===== src/rtl/uart_tx_arbiter.sv =====
// Round-robin arbiter sharing the terminal UART transmit register port between two byte producers.
// Optional build macro UART_ARB_LOCK_EN lets the current owner keep priority via req*_lock.
module uart_tx_arbiter #(
  parameter int POLL_TIMEOUT = 1023,
  parameter int GAP_CYCLES   = 2
) (
  input  logic       clk,
  input  logic       rst,
  input  logic       req0_valid,
  input  logic [7:0] req0_data,
  input  logic       req0_lock,
  output logic       req0_ready,
  input  logic       req1_valid,
  input  logic [7:0] req1_data,
  input  logic       req1_lock,
  output logic       req1_ready,
  output logic       uart_cs,
  output logic       uart_we,
  output logic [1:0] uart_addr,
  output logic [7:0] uart_wdata,
  output logic       uart_wdata_en,
  input  logic [7:0] uart_rdata,
  output logic       busy,
  output logic       owner,
  output logic       timeout_err,
  input  logic       timeout_clr
);

  localparam int PCNT_W = $clog2(POLL_TIMEOUT + 1);
  localparam int GCNT_W = (GAP_CYCLES > 1) ? $clog2(GAP_CYCLES) : 1;
  localparam logic [PCNT_W-1:0] POLL_MAX = PCNT_W'(POLL_TIMEOUT);
  localparam logic [GCNT_W-1:0] GAP_LAST = GCNT_W'(GAP_CYCLES - 1);

  typedef enum logic [1:0] {IDLE, POLL, WRITE, GAP} state_t;

  state_t            state;
  state_t            state_nxt;
  logic [PCNT_W-1:0] poll_cnt;
  logic [GCNT_W-1:0] gap_cnt;
  logic              pointer;
  logic              owner_q;
  logic [7:0]        wdata_q;
  logic              timeout_q;

  logic any_valid;
  logic grant;
  logic tx_busy;
  logic poll_expired;
  logic gap_done;
  logic lock_owner;
  logic unused_rdata;

  assign any_valid    = req0_valid | req1_valid;
  // Contention goes to the favoured side; otherwise whoever is asking.
  assign grant        = (req0_valid & req1_valid) ? pointer : req1_valid;
  assign tx_busy      = uart_rdata[1];
  assign poll_expired = (poll_cnt == POLL_MAX);
  assign gap_done     = (gap_cnt == GAP_LAST);
  assign unused_rdata = ^{uart_rdata[7:2], uart_rdata[0]};

`ifdef UART_ARB_LOCK_EN
  assign lock_owner = owner_q ? req1_lock : req0_lock;
`else
  logic unused_lock;
  assign unused_lock = ^{req0_lock, req1_lock};
  assign lock_owner  = 1'b0;
`endif

  always_ff @(posedge clk or posedge rst) begin
    if (rst) state <= IDLE;
    else     state <= state_nxt;
  end

  always_comb begin
    state_nxt = state;
    case (state)
      IDLE:  if (any_valid) state_nxt = POLL;
      POLL: begin
        if (!tx_busy)          state_nxt = WRITE;
        else if (poll_expired) state_nxt = GAP;
      end
      WRITE: state_nxt = GAP;
      GAP:   if (gap_done) state_nxt = IDLE;
      default: state_nxt = IDLE;
    endcase
  end

  always_ff @(posedge clk or posedge rst) begin
    if (rst) begin
      poll_cnt  <= '0;
      gap_cnt   <= '0;
      pointer   <= 1'b0;
      owner_q   <= 1'b0;
      wdata_q   <= 8'h00;
      timeout_q <= 1'b0;
    end else begin
      gap_cnt <= (state == GAP) ? gap_cnt + 1'b1 : '0;
      if (state == IDLE && any_valid) begin
        owner_q  <= grant;
        wdata_q  <= grant ? req1_data : req0_data;
        poll_cnt <= '0;
      end
      if (state == POLL && tx_busy && !poll_expired)
        poll_cnt <= poll_cnt + 1'b1;
      // An abandoned grant hands priority to the other side and never honours lock.
      if (state == POLL && tx_busy && poll_expired)
        pointer <= ~owner_q;
      if (state == WRITE)
        pointer <= lock_owner ? owner_q : ~owner_q;
      if (state == POLL && tx_busy && poll_expired) timeout_q <= 1'b1;
      else if (timeout_clr)                         timeout_q <= 1'b0;
    end
  end

  always_comb begin
    uart_cs       = 1'b0;
    uart_we       = 1'b0;
    uart_addr     = 2'b00;
    uart_wdata_en = 1'b0;
    req0_ready    = 1'b0;
    req1_ready    = 1'b0;
    case (state)
      POLL: begin
        uart_cs   = 1'b1;
        uart_addr = 2'b01;
      end
      WRITE: begin
        uart_cs       = 1'b1;
        uart_we       = 1'b1;
        uart_wdata_en = 1'b1;
        req0_ready    = ~owner_q;
        req1_ready    = owner_q;
      end
      default: ;
    endcase
  end

  assign uart_wdata  = wdata_q;
  assign busy        = (state != IDLE);
  assign owner       = owner_q;
  assign timeout_err = timeout_q;

endmodule


===== config.mk =====
export PLATFORM = sky130hd
export DESIGN_NAME = uart_tx_arbiter
export DESIGN_NICKNAME = d
export VERILOG_FILES = /design/src/rtl/uart_tx_arbiter.sv
export SDC_FILE = /design/constraint.sdc
export NUM_CORES = 1
export LEC_CHECK = 0
export CAP_MARGIN = 10
export CORE_AREA = 8 8 63 65
export DETAILED_ROUTE_END_ITERATION = 8
export DIE_AREA = 0 0 71 73
export PLACE_DENSITY = 0.8
export SLEW_MARGIN = 20
export SYNTH_ARGS = -nofsm -noshare
export SYNTH_HDL_FRONTEND = slang
export SYNTH_SLANG_ARGS = --single-unit

===== constraint.sdc =====
create_clock -name clk -period 5 [get_ports clk]
set_clock_uncertainty 0.05 [all_clocks]
set_input_delay 1 -clock clk [delete_from_list [all_inputs] [get_ports clk]]
set_output_delay 1 -clock clk [all_outputs]
set_load 0.05 [all_outputs]

==> impl_metrics.csv <==
group,metric,value,unit
route,drt-total-wl,3049,µm
global_route,first_global_vias,1144,
final_layout,drive_above_1_share,7.101,%
floorplanning,dieArea,0.005183,mm²
final_layout,final_nets,207,
clock_network,cts_max_level,1,
sta,fmax,315.3,MHz
run_status,status,"finished, final reports clean",
sta,fin_ws,1.828,ns
setup_path,cp_data_required_time,3.95,ns
setup_path,critPathMaxFanout,6,
clock_network,clk_transition_reported_paths,0.13,ns
logic_synthesis,synth_top_area_cell,"dfrtp_1",
global_route,grt_overflow,0,
logic_synthesis,netlist.area_leader.share,45.41,%
global_route,grt_max_degree,25,
final_layout,final_area,0.001745,mm²
global_route,grt_pass1_wl,5154,µm
sta,setup_tns,0,ns
final_layout,fin_util,59.11,%
sta,slew_headroom,38.88,%
min_path,hp-class,"reg -> reg",
floorplanning,die_w,71,µm
logic_synthesis,postSynthAreaPerCell,10.02,µm²
sta,finalHoldViolations,0,
placed_design,gp_congestion,0.7719,
job,maxCapViolCount,0,
logic_synthesis,syn_area,0.001323,mm²
placed_design,portBuffers,38,
floorplanning,start_util,44.79,%
logic_synthesis,async_reset_ff_share,100.0,%
placed_design,dp_slack,2.145,ns
setup_path,startpoint_type,"flip-flop",
setup_path,critPathCaptureType,"output port",
floorplanning,rows,20,
logic_synthesis,synth_cell_types,36,
final_layout,synthToLayoutAreaGrowth,31.98,%
pwr,leakage,0.7806,nW
logic_synthesis,synth-edff-count,0,
global_route,grt.total_usage,12.02,%
global_route,grt_antenna_before_repair,0,
logic_synthesis,yosys-top-cells-count,"24 x dfrtp_1, 14 x o21ai_1, 13 x nand2_1",
sta,final-max-slew-violation-count,0,
floorplanning,num_io_pins,49,
clock_network,clk_latency,0.31,ns
setup_path,path_class,"reg -> out",
sta,tightest_slew,0.9158,ns
route,postRouteAntennaNets,0,
route,avgViaCountPerCell,5.421,
setup_path,crit_arrival,2.12,ns
logic_synthesis,yosys-top-cells-area,"dfrtp_1 45%, mux2i_1 7.6%, ha_1 5.7%",
route,vias,1095,
clock_network,cts.sinks,24,
clock_network,cts_tree,"yes",
route,firstDrtPassIters,4,
logic_synthesis,seq_area_frac_synth,45.41,%
logic_synthesis,yosysMostFrequentCell,"dfrtp_1",
logic_synthesis,synth-seq-cells,24,
logic_synthesis,ys.flop_type,"dfrtp_1",
logic_synthesis,netlist_instances,132,
route,drt_iter0_drc,52,
logic_synthesis,yosysWarnings,0,
clock_network,post-cts-setup-buffers,0,
clock_network,numCtsBuffers,3,
final_layout,n_antenna_cell,0,
pwr,ir_drop,0.2110,mV
sta,min_period_over_period,63.44,%
clock_network,cts_hold_buffers,0,
placed_design,dpl.hpwl,2409,µm
sta,min_period,3.172,ns
route,drc,0,
sta,rsz0062_at_grt,"false",
clock_network,post_cts_resized,0,
floorplanning,design.core.area,0.002953,mm²
clock_network,clock-root-buffer,"clkbuf_4",
pwr,power_density,589.8,mW/mm²
floorplanning,die_height,73,µm
route,wl_per_cell,15.09,µm
clock_network,clockBufferDepth,2,
sta,setup_viol,0,
placed_design,dpl_cell_area,0.001709,mm²
logic_synthesis,synth_fp_nets,169,
==> metrics by stage <==
| step | hold WS, ns | std cells | power [mW] |
|---|---|---|---|
| floorplan | 0.3384 | 132 | 0.7498 |
| global placement | 0.3496 | 198 | 0.9144 |
| detailed placement | 0.3490 | 198 | 0.9379 |
| CTS | 0.3666 | 202 | 1.040 |
| global route | 0.3813 | 202 | 1.096 |
| finish | 0.3644 | 202 | 1.030 |
==> final timing paths <==
path | start | to | slack [ns] | cells past startpoint
worst min register to register | gap_cnt | gap_cnt | 0.36 | 1
worst max register to register | poll_cnt[0] | poll_cnt[3] | 2.91 | 5
max in group asynchronous | rst | uart_wdata[6] | 3.22 | 2
worst max-delay path | state[0] | req0_ready | 1.83 | 5
min in group asynchronous | rst | pointer | 1.13 | 2
worst min-delay path | gap_cnt | gap_cnt | 0.36 | 1
==> registers in the layout (all words and copies together), names as in the netlist <==
| register | flops |
|---|---|
| pointer | 1 |
| poll_cnt | 10 |
| state | 2 |
| owner | 1 |
| gap_cnt | 1 |
| uart_wdata | 8 |
| timeout_err | 1 |
==> routing by layer <==
| layer | vias up | global-route usage (%) | wire length, µm |
|---|---|---|---|
| met5 | - | 0 | 0 |
| met4 | 0 | 5.774 | 51 |
| li1 | 538 | - | - |
| met2 | 26 | 22.76 | 1664 |
| met1 | 526 | 13.09 | 1243 |
| met3 | 5 | 1.099 | 91 |
==> cells by family (layout without fill, tap and decap cells) <==
family	count (synthesis)	count (layout)	share of synthesized area [%]
xor+xnor	3	3	1.987
other cells	1	1	0.2835
simple gates	40	40	16.37
fa+ha+maj	6	6	5.676
flops	24	24	45.41
mux	10	10	7.569
compound gates	33	33	17.22
buf+inv	15	52	5.486
==> cell type report <==
| class | instances | area [µm²] |
|---|---|---|
| multi-input combinational | 93 | 649.4 |
| inverter | 10 | 37.54 |
| clock buffer | 4 | 36.28 |
| sequential | 24 | 600.6 |
| timing repair buffer | 38 | 380.4 |
| tap | 33 | 41.29 |
| fill | 263 | 1207 |
==> where the power goes <==
| part | leakage (nW) | switching [mW] | total (mW) | internal [mW] |
|---|---|---|---|---|
| sequential | 0.310 | 0.0489 | 0.303 | 0.254 |
| clock | 0.0210 | 0.0579 | 0.102 | 0.0445 |
| combinational | 0.449 | 0.409 | 0.625 | 0.216 |
| total | 0.781 | 0.516 | 1.03 | 0.514 |
==> placed cells by master (no fill, tap or decap), types with 2 or more instances in the layout <==
cell / n
a21oi_1: 3
or3_1: 3
nand4_1: 2
dfrtp_1: 24
ha_1: 6
clkbuf_4: 3
nor2_1: 6
o2bb2ai_1: 2
o21ai_2: 2
o22a_1: 2
xor2_1: 3
o21ai_1: 14
and2_1: 2
nand2_1: 13
o21ai_0: 3
nand3_1: 8
inv_1: 9
mux2i_1: 10
clkdlybuf4s50_1: 38
==> worst max-delay path, cell delays in order, from the launching register on <==
cell and delay, ns:
dfrtp_1 0.46, inv_1 0.13, ha_1 0.21, inv_1 0.08, nor2_1 0.10, clkdlybuf4s50_1 0.81
(Power assumes the default switching activity.)
